$ cat src/rtl/store_align_split_pkg.sv
// Shared definitions for the store alignment/split path: op encodings,
// op->size helper and FSM state encodings.
package store_align_split_pkg;

  localparam logic [1:0] STORE_OP_SB = 2'd0;
  localparam logic [1:0] STORE_OP_SH = 2'd1;
  localparam logic [1:0] STORE_OP_SW = 2'd2;
  localparam logic [1:0] STORE_OP_SD = 2'd3;

  typedef enum logic [1:0] {
    ST_IDLE  = 2'd0,
    ST_BEAT0 = 2'd1,
    ST_BEAT1 = 2'd2
  } state_t;

  // Store size in bytes: 1, 2, 4 or 8.
  function automatic logic [3:0] op_size(input logic [1:0] op);
    return 4'd1 << op;
  endfunction

endpackage

$ cat src/rtl/store_align_split_lane_shift.sv
// Combinational lane placement: (word offset, op, data) -> lane-shifted data,
// byte strobes, spill and illegal flags. Upper half exists only with MISALIGNED_SPLIT_EN.
module store_lane_shift
  import store_align_split_pkg::*;
#(
  parameter  int XLEN = 32,
  localparam int NB   = XLEN / 8,
  localparam int OFFW = $clog2(NB)
) (
  input  logic [OFFW-1:0] off_i,
  input  logic [1:0]      op_i,
  input  logic [XLEN-1:0] data_i,
  output logic [XLEN-1:0] sh_lo_o,
  output logic [NB-1:0]   st_lo_o,
`ifdef MISALIGNED_SPLIT_EN
  output logic [XLEN-1:0] sh_hi_o,
  output logic [NB-1:0]   st_hi_o,
`endif
  output logic            spill_o,
  output logic            illegal_o
);

  logic [NB-1:0]   bmask;
  logic [XLEN-1:0] data_m;
  logic [4:0]      end_off;

  always_comb begin
    case (op_i)
      STORE_OP_SB: bmask = NB'(1);
      STORE_OP_SH: bmask = NB'(3);
      STORE_OP_SW: bmask = NB'(15);
      default:     bmask = '1;
    endcase
  end

  // Bytes above the store size are zeroed so unstrobed lanes always read 0.
  always_comb begin
    data_m = '0;
    for (int i = 0; i < NB; i++) begin
      data_m[8*i +: 8] = bmask[i] ? data_i[8*i +: 8] : 8'h00;
    end
  end

  assign end_off   = 5'(off_i) + 5'(op_size(op_i));
  assign spill_o   = end_off > 5'(NB);
  assign illegal_o = (op_i == STORE_OP_SD) && (XLEN == 32);

`ifdef MISALIGNED_SPLIT_EN
  logic [2*XLEN-1:0] sh;
  logic [2*NB-1:0]   st;

  assign sh      = {{XLEN{1'b0}}, data_m} << {off_i, 3'b000};
  assign st      = {{NB{1'b0}}, bmask} << off_i;
  assign sh_lo_o = sh[XLEN-1:0];
  assign sh_hi_o = sh[2*XLEN-1:XLEN];
  assign st_lo_o = st[NB-1:0];
  assign st_hi_o = st[2*NB-1:NB];
`else
  assign sh_lo_o = data_m << {off_i, 3'b000};
  assign st_lo_o = bmask << off_i;
`endif

endmodule

$ cat src/rtl/store_align_split.sv
// Store path: accepts one store, issues one or two bus beats with stable payload.
// MISALIGNED_SPLIT_EN enables two-beat issue of word-crossing stores; otherwise they fault.
module store_align_split
  import store_align_split_pkg::*;
#(
  parameter int XLEN   = 32,
  parameter int ADDR_W = 32
) (
  input  logic                clk,
  input  logic                resetn,
  input  logic                req_valid,
  output logic                req_ready,
  input  logic [ADDR_W-1:0]   req_addr,
  input  logic [1:0]          req_op,
  input  logic [XLEN-1:0]     req_data,
  output logic                bus_valid,
  input  logic                bus_ready,
  output logic [ADDR_W-1:0]   bus_addr,
  output logic [XLEN-1:0]     bus_wdata,
  output logic [XLEN/8-1:0]   bus_wstrb,
  output logic                done,
  output logic                fault,
  output logic [1:0]          dbg_state
);

  localparam int NB   = XLEN / 8;
  localparam int OFFW = $clog2(NB);

  // Handshakes: a transfer happens on a rising edge where valid && ready.
  // bus_valid, once high, stays high with an unchanged payload until bus_ready.

  state_t            state_q, state_d;
  logic              bus_valid_q, bus_valid_d;
  logic [ADDR_W-1:0] bus_addr_q, bus_addr_d;
  logic [XLEN-1:0]   bus_wdata_q, bus_wdata_d;
  logic [NB-1:0]     bus_wstrb_q, bus_wstrb_d;
  logic              done_q, done_d;
  logic              fault_q, fault_d;

  logic [XLEN-1:0]   sh_lo;
  logic [NB-1:0]     st_lo;
  logic              spill, illegal, reject;
  logic [ADDR_W-1:0] word_addr;

`ifdef MISALIGNED_SPLIT_EN
  logic [XLEN-1:0]   sh_hi, hi_wdata_q, hi_wdata_d;
  logic [NB-1:0]     st_hi, hi_wstrb_q, hi_wstrb_d;
  logic              spill_q, spill_d;
`endif

  store_lane_shift #(.XLEN(XLEN)) u_shift (
    .off_i     (req_addr[OFFW-1:0]),
    .op_i      (req_op),
    .data_i    (req_data),
    .sh_lo_o   (sh_lo),
    .st_lo_o   (st_lo),
`ifdef MISALIGNED_SPLIT_EN
    .sh_hi_o   (sh_hi),
    .st_hi_o   (st_hi),
`endif
    .spill_o   (spill),
    .illegal_o (illegal)
  );

  assign word_addr = req_addr & ~ADDR_W'(NB - 1);

`ifdef MISALIGNED_SPLIT_EN
  assign reject = illegal;
`else
  assign reject = illegal | spill;
`endif

  always_comb begin
    state_d     = state_q;
    bus_valid_d = bus_valid_q;
    bus_addr_d  = bus_addr_q;
    bus_wdata_d = bus_wdata_q;
    bus_wstrb_d = bus_wstrb_q;
    done_d      = 1'b0;
    fault_d     = 1'b0;
`ifdef MISALIGNED_SPLIT_EN
    hi_wdata_d  = hi_wdata_q;
    hi_wstrb_d  = hi_wstrb_q;
    spill_d     = spill_q;
`endif
    case (state_q)
      ST_IDLE: begin
        if (req_valid) begin
          if (reject) begin
            fault_d = 1'b1;
          end else begin
            state_d     = ST_BEAT0;
            bus_valid_d = 1'b1;
            bus_addr_d  = word_addr;
            bus_wdata_d = sh_lo;
            bus_wstrb_d = st_lo;
`ifdef MISALIGNED_SPLIT_EN
            hi_wdata_d  = sh_hi;
            hi_wstrb_d  = st_hi;
            spill_d     = spill;
`endif
          end
        end
      end
      ST_BEAT0: begin
        if (bus_ready) begin
`ifdef MISALIGNED_SPLIT_EN
          if (spill_q) begin
            state_d     = ST_BEAT1;
            bus_addr_d  = bus_addr_q + ADDR_W'(NB);
            bus_wdata_d = hi_wdata_q;
            bus_wstrb_d = hi_wstrb_q;
          end else begin
            state_d     = ST_IDLE;
            bus_valid_d = 1'b0;
            done_d      = 1'b1;
          end
`else
          state_d     = ST_IDLE;
          bus_valid_d = 1'b0;
          done_d      = 1'b1;
`endif
        end
      end
      ST_BEAT1: begin
        if (bus_ready) begin
          state_d     = ST_IDLE;
          bus_valid_d = 1'b0;
          done_d      = 1'b1;
        end
      end
      default: begin
        state_d     = ST_IDLE;
        bus_valid_d = 1'b0;
      end
    endcase
  end

  always_ff @(posedge clk or negedge resetn) begin
    if (!resetn) begin
      state_q     <= ST_IDLE;
      bus_valid_q <= 1'b0;
      bus_addr_q  <= '0;
      bus_wdata_q <= '0;
      bus_wstrb_q <= '0;
      done_q      <= 1'b0;
      fault_q     <= 1'b0;
    end else begin
      state_q     <= state_d;
      bus_valid_q <= bus_valid_d;
      bus_addr_q  <= bus_addr_d;
      bus_wdata_q <= bus_wdata_d;
      bus_wstrb_q <= bus_wstrb_d;
      done_q      <= done_d;
      fault_q     <= fault_d;
    end
  end

`ifdef MISALIGNED_SPLIT_EN
  always_ff @(posedge clk or negedge resetn) begin
    if (!resetn) begin
      hi_wdata_q <= '0;
      hi_wstrb_q <= '0;
      spill_q    <= 1'b0;
    end else begin
      hi_wdata_q <= hi_wdata_d;
      hi_wstrb_q <= hi_wstrb_d;
      spill_q    <= spill_d;
    end
  end
`endif

  assign req_ready = (state_q == ST_IDLE);
  assign bus_valid = bus_valid_q;
  assign bus_addr  = bus_addr_q;
  assign bus_wdata = bus_wdata_q;
  assign bus_wstrb = bus_wstrb_q;
  assign done      = done_q;
  assign fault     = fault_q;
  assign dbg_state = state_q;

endmodule

$ cat config.mk
export PLATFORM = sky130hd
export DESIGN_NAME = store_align_split
export DESIGN_NICKNAME = d
export VERILOG_FILES = /design/src/rtl/store_align_split_pkg.sv /design/src/rtl/store_align_split_lane_shift.sv /design/src/rtl/store_align_split.sv
export SDC_FILE = /design/constraint.sdc
export NUM_CORES = 1
export LEC_CHECK = 0
export ABC_AREA = 1
export CAP_MARGIN = 20
export CORE_MARGIN = 1
export CORE_UTILIZATION = 35
export CTS_BUF_LIST = sky130_fd_sc_hd__clkbuf_4 sky130_fd_sc_hd__clkbuf_8 sky130_fd_sc_hd__clkbuf_16
export DETAILED_ROUTE_END_ITERATION = 8
export PLACE_DENSITY = 0.76
export SLEW_MARGIN = 10
export SYNTH_ARGS = -nofsm -noshare
export SYNTH_HDL_FRONTEND = slang
export SYNTH_SLANG_ARGS = --single-unit
$ cat constraint.sdc
create_clock -name clk -period 1.25 [get_ports clk]
set_input_delay 0.375 -clock clk [delete_from_list [all_inputs] [get_ports clk]]
set_output_delay 0.375 -clock clk [all_outputs]
set_load 0.05 [all_outputs]
# Yosys cells after proc, flatten, opt, wreduce, memory -nomap -nowiden
# Index checks and enable logic that the tools add are counted.
[word_totals] reg_bits=71 inputBits=70 output_inout_bits=74 elab_cells=44
[op_classes] bitwise=2 n_reduce_logical=5 shifts=3 add_sub_neg=1 mux=18 order_cmp=1 n_eq_ne=7
[ops] operator="8-bit two-way mux" count=4
[ops] operator="32-bit by 5-bit << shifter with 32-bit output" count=1
[ops] operator="1-bit two-way mux" count=8
[ops] operator="4-bit one-hot mux with 2 select lines" count=1
[ops] operator="2-bit two-way mux" count=3
[ops] operator="3-bit AND reduction" count=2
[ops] operator="2-bit by 4-bit adder with 5-bit output" count=1
[ops] operator="5-bit by 3-bit > comparator with 1-bit output, second input constant" count=1
[ops] operator="2-bit by 1-bit == test with 1-bit output, second input constant" count=2
[ops] operator="2-bit == test, second input constant" count=2
[ops] operator="2-bit zero test" count=2
[ops] operator="2-bit inequality test, second input constant" count=2
[ops] operator="2-bit one-hot mux with 2 select lines" count=1
[ops] operator="1-bit by 2-bit << shifter with 4-bit output, first input constant" count=1
[ops] operator="4-bit by 2-bit << shifter with 4-bit output" count=1
[ops] operator="2-bit by 1-bit inequality test with 1-bit output, second input constant" count=1
[ops] operator="1-bit one-hot mux with 2 select lines" count=1
[ops] operator="2-bit OR reduction" count=1
[ops] operator="1-bit inverter" count=1
[ops] operator="1-bit OR" count=1

# Longest topological paths before layout
[logic_depth] word_depth=7 mapped_depth=13 depth_no_buf=11

# Modules after synthesis
# Synthesis repeated with hierarchy kept, for this count alone.
[hier_totals] cells_unflattened=484 area_unflattened_um2=3583.4
[modules_own_cells] mod="store_align_split" cells_each=302 n_inst=1 seq_area_each_um2=1726.7 area_per_inst_um2=2776.4
[modules_own_cells] mod="store_lane_shift" cells_each=182 n_inst=1 seq_area_each_um2=0.0 area_per_inst_um2=807.0

# Worst setup path after synthesis
# No wires, ideal clock.
[synth_timing] path_kind="input -> register" startpoint="in req_op[1]" endpoint="reg bus_addr_q[2] (netlist: bus_addr[2])" path_stages=12 path_buffers=3 required_ps=1132 arrival_ps=2061 setup_slack_ps=-929 setup_ps=118 cell_sequence="buf_4 -> nor2_1 -> ha_1 -> inv_1 -> fa_1 -> nand2_1 -> nand3_1 -> nand3_2 -> buf_4 -> buf_4 -> nand2_1 -> nand2_1"
[synth_via] elab_chain_cells=6 word_cells_on_any_way=7 classes_between="add/sub: 1; order compare: 1; eq/ne: 1; shift: 1; bitwise: 2; reduce/logical: 1"
[synth_rtl] item="start, declared" line_no="store_align_split.sv:14" source="input logic [1:0] req_op,"
[synth_rtl] item="1-bit by 2-bit << shifter with 4-bit output" line_no="store_align_split_pkg.sv:18" source="return 4'd1 << op;"
[synth_rtl] item="2-bit by 4-bit adder with 5-bit output" line_no="store_align_split_lane_shift.sv:44" source="assign end_off = 5'(off_i) + 5'(op_size(op_i));"
[synth_rtl] item="5-bit by 3-bit > comparator with 1-bit output" line_no="store_align_split_lane_shift.sv:45" source="assign spill_o = end_off > 5'(NB);"
[synth_rtl] item="1-bit OR *" line_no="store_align_split.sv:70" source="assign reject = illegal | spill;"
[synth_rtl] item="1-bit inverter (no line) *"
[synth_rtl] item="3-bit AND reduction (no line) *"
[synth_rtl] item="end signal, assigned" line_no="store_align_split.sv:151" source="bus_addr_q <= bus_addr_d;"
[synth_rtl] item="end, declared" line_no="store_align_split.sv:34" source="logic [ADDR_W-1:0] bus_addr_q, bus_addr_d;"
# Every way passes the cells marked *; elsewhere a longest branch is shown, timed or not.
# A chain may end at the register's enable or synchronous reset.

# Final worst setup path
[layout_timing] startpoint="in req_op[0]" endpoint="reg bus_addr_q[12] (netlist: bus_addr[12])"
# Same word-level chain as after synthesis.

==> impl_metrics.tcl <==
set metrics [dict create \
    critPathArrivalTime_ps 2210 \
    met2_length_um 6570 \
    grt_first_pass_wirelength_um 19100 \
    die_x_um 99.6 \
    synth-seq-cells 69 \
    worst-setup-path-type "input port to flip-flop" \
    hpwl_um 7910 \
    grt_pass1_vias 4003 \
    critical_path.top_delay_family "adder cells" \
    cts_tree "built" \
    clockBufferDepth 2 \
    post_dp_cell_area_mm2 0.00578 \
    cts-root-buf "clkbuf_8" \
    status "finished with violations" \
    met3_length_um 1200 \
    max-vdd-ir-drop_v 0.00114 \
    insertion_delay_ps 340 \
    critical_path_buf_inv_count 5 \
    end_kind "flip-flop" \
    clock-sinks 69 \
    synth_cell_types 21 \
    cellLeakagePower_nw 3.36 \
    hold_class "input port to async pin" \
    start_util_pct 36.1 \
    timing.hold.ws_ps 535 \
    wl_met1_um 4900 \
    yosysWarnings 0 \
    timing.final.ws_setup_ps -683 \
    min_period_ps 1930 \
    synthSimpleGateAreaFrac_pct 35.6 \
    dieArea_mm2 0.00992 \
    grt_usage_pct 25.0 \
    synthAdderAreaFrac_pct 0.976 \
    grt_max_degree 43 \
    antenna_found_initial 0 \
    synthToLayoutAreaGrowth_pct 105 \
    fin_cells 783 \
    grt-ovfl-total 0 \
    gp_congestion 0.929 \
    nets 721 \
    final_area_mm2 0.00682 \
    crit_path_top_delay_cell "fa_1" \
    rsz0062_at_grt "yes" \
    synth-xor-area-share_pct 0 \
    dr_total_vias 3965 \
    drtAntennaViolNets 0 \
    drive_above_1_share_pct 35.0 \
    ys_seq_area_share_pct 51.8 \
    cts_buffers 9 \
    synth_top_family_by_area "simple AND/OR/NAND/NOR gates" \
    crit_chain "buf_8 -> nor2_4 -> ha_4 -> inv_2 -> fa_1 -> nand2_1 -> nand3_2 -> nand3_4 -> buf_12 -> inv_16 -> clkbuf_16 -> nand2_1 -> nand2_1" \
    post-route-drc-count 0 \
    numPortBuffers 140 \
    die-height_um 99.6 \
    rows 35 \
    p_total_w 0.0123 \
    fillers 626 \
    drv_slew 0 \
    synthesis.area_mm2 0.00333 \
    max-cap-violations 0 \
    path_max_fanout 6 \
    cts-htree-levels 3 \
    num_antenna_cells 0 \
    min_period_over_period_pct 155 \
    violations "setup timing" \
    fmax_mhz 517 \
    muxShareOfSynthArea_pct 0 \
    powerDensity_mw_per_mm2 1800 \
    drt_first_pass_iters 6 \
    synth_compound_area_share_pct 4.99 \
    num_io_pins 144 \
    routed.top_layer "met4" \
    start_kind "input port" \
    drtIter0Drc 381 \
    crit_top_cell "nand2_1" \
    floorplan.core_area_mm2 0.00924 \
    place_inst 710 \
    wl_per_cell_um 16.9 \
    vias_per_cell 5.06 \
    critPathMaxStageDelay_ps 530 \
    critPathRequiredTime_ps 1530 \
    hold_viol 0 \
    finClkSkew_ps 11.0 \
    routed_wl_um 13200 \
    avgSynthCellArea_um2 7.66 \
    setup_viol 139 \
    clk_pin_slew_ps 80 \
    synth_cells 435 \
]
## area by class of cell
| class | count | area (µm²) | share of cell area, % |
|---|---|---|---|
| clock buffer | 9 | 124 | 1.82 |
| clock inverter | 7 | 50.0 | 0.734 |
| inverter | 15 | 77.6 | 1.14 |
| multi-input combinational | 326 | 1580 | 23.1 |
| sequential | 69 | 1730 | 25.4 |
| tap | 129 | 161 | 2.37 |
| timing repair buffer | 228 | 3100 | 45.5 |
## path summary, 6_finish.rpt
path                                     startpoint                       end  slack, ps  cells past startpoint
max                                       req_op[0]  bus_addr[12]$_DFFE_PN0P_       -680                     13
min                                          resetn  bus_wdata[3]$_DFFE_PN0P_        530                      3
max reg2reg                   bus_valid$_DFFE_PN0P_  bus_addr[12]$_DFFE_PN0P_       -210                      7
min reg2reg                bus_addr[11]$_DFFE_PN0P_  bus_addr[11]$_DFFE_PN0P_        540                      2
max in group asynchronous                    resetn  bus_wdata[5]$_DFFE_PN0P_        450                      3
min in group clk           bus_addr[11]$_DFFE_PN0P_  bus_addr[11]$_DFFE_PN0P_        540                      2
## cell usage in the layout, fill, tap and decap left out, types with 3 or more instances in the layout
cell type        count
nand2_2              8
nand2_4             11
conb_1               3
clkbuf_16            5
buf_12              78
buf_8                3
inv_2                3
clkinvlp_4           3
o21ai_1              9
inv_1               10
inv_6                3
o21ai_2             11
nand3_1             54
dfrtp_2              4
buf_6                4
nand2_1            196
o21ai_0             10
buf_16               6
or2_1                3
buf_4               65
nor2_1               6
or2_2                5
clkdlybuf4s50_1     64
dfrtp_1             65
clkbuf_8             9
## Yosys cell counts
cell type | n | share of area (%)
a21oi_1 | 2 | 0.30
buf_1 | 1 | 0.11
buf_2 | 9 | 1.4
buf_4 | 13 | 2.9
clkbuf_1 | 4 | 0.45
conb_1 | 1 | 0.11
dfrtp_1 | 69 | 52
fa_1 | 1 | 0.60
ha_1 | 1 | 0.38
inv_1 | 12 | 1.4
inv_2 | 3 | 0.34
nand2_1 | 215 | 24
nand3_1 | 55 | 8.3
nand3_2 | 1 | 0.30
nor2_1 | 7 | 0.79
nor2_2 | 1 | 0.19
nor2_4 | 1 | 0.34
o21ai_0 | 30 | 4.5
o22ai_1 | 1 | 0.19
or2_1 | 3 | 0.56
or2_2 | 5 | 0.94
## power breakdown
group	total, W	switching (W)	leakage [nW]	internal, W
logic	0.00713	0.00357	2.40	0.00357
registers	0.00349	0.000665	0.877	0.00283
clock network	0.00165	0.000919	0.0820	0.000726
total	0.0123	0.00515	3.36	0.00712
## kinds of logic (layout without fill, tap and decap cells)
kind of cell               after synthesis  in the layout
adders and majority gates                2              2
DFF                                     69             69
buffers and inverters                   42            259
AOI/OAI and AO/OA                       33             33
other                                    1              3
and+or+nand+nor                        288            288
## repair_timing
action	CTS	global route
buffers inserted	29	16
pin swaps	5	6
hold endpoints to repair	27	0
gates resized for setup	61	42
gates cloned	5	6
hold buffers	1	0
endpoints found under the setup margin	139	139
## registers in the layout (all words and copies together), names as in the netlist
register,flops
bus_wdata,32
fault,1
bus_addr,30
done,1
bus_wstrb,4
bus_valid,1
## tightest hold or removal path: stages
cell           delay, ps
dlygate4sd3_1        530
buf_4                140
buf_12               190
## through the flow
step	util, %	worst slack [ps]	setup TNS [ps]
CTS	69.5	-620	-43890
detailed placement	62.6	-1290	-84890
global route	73.8	-772	-53740
floorplan	-	-713	-46250
global placement	62.6	-1190	-78310
finish	73.8	-683	-47720
## layer usage
layer / up-vias / global-route usage (%)
li1: 1793 / -
met1: 1873 / 28.8
met2: 250 / 43.1
met3: 49 / 6.82
met4: 0 / 12.2
met5: - / 0
(Power assumes the default switching activity.)
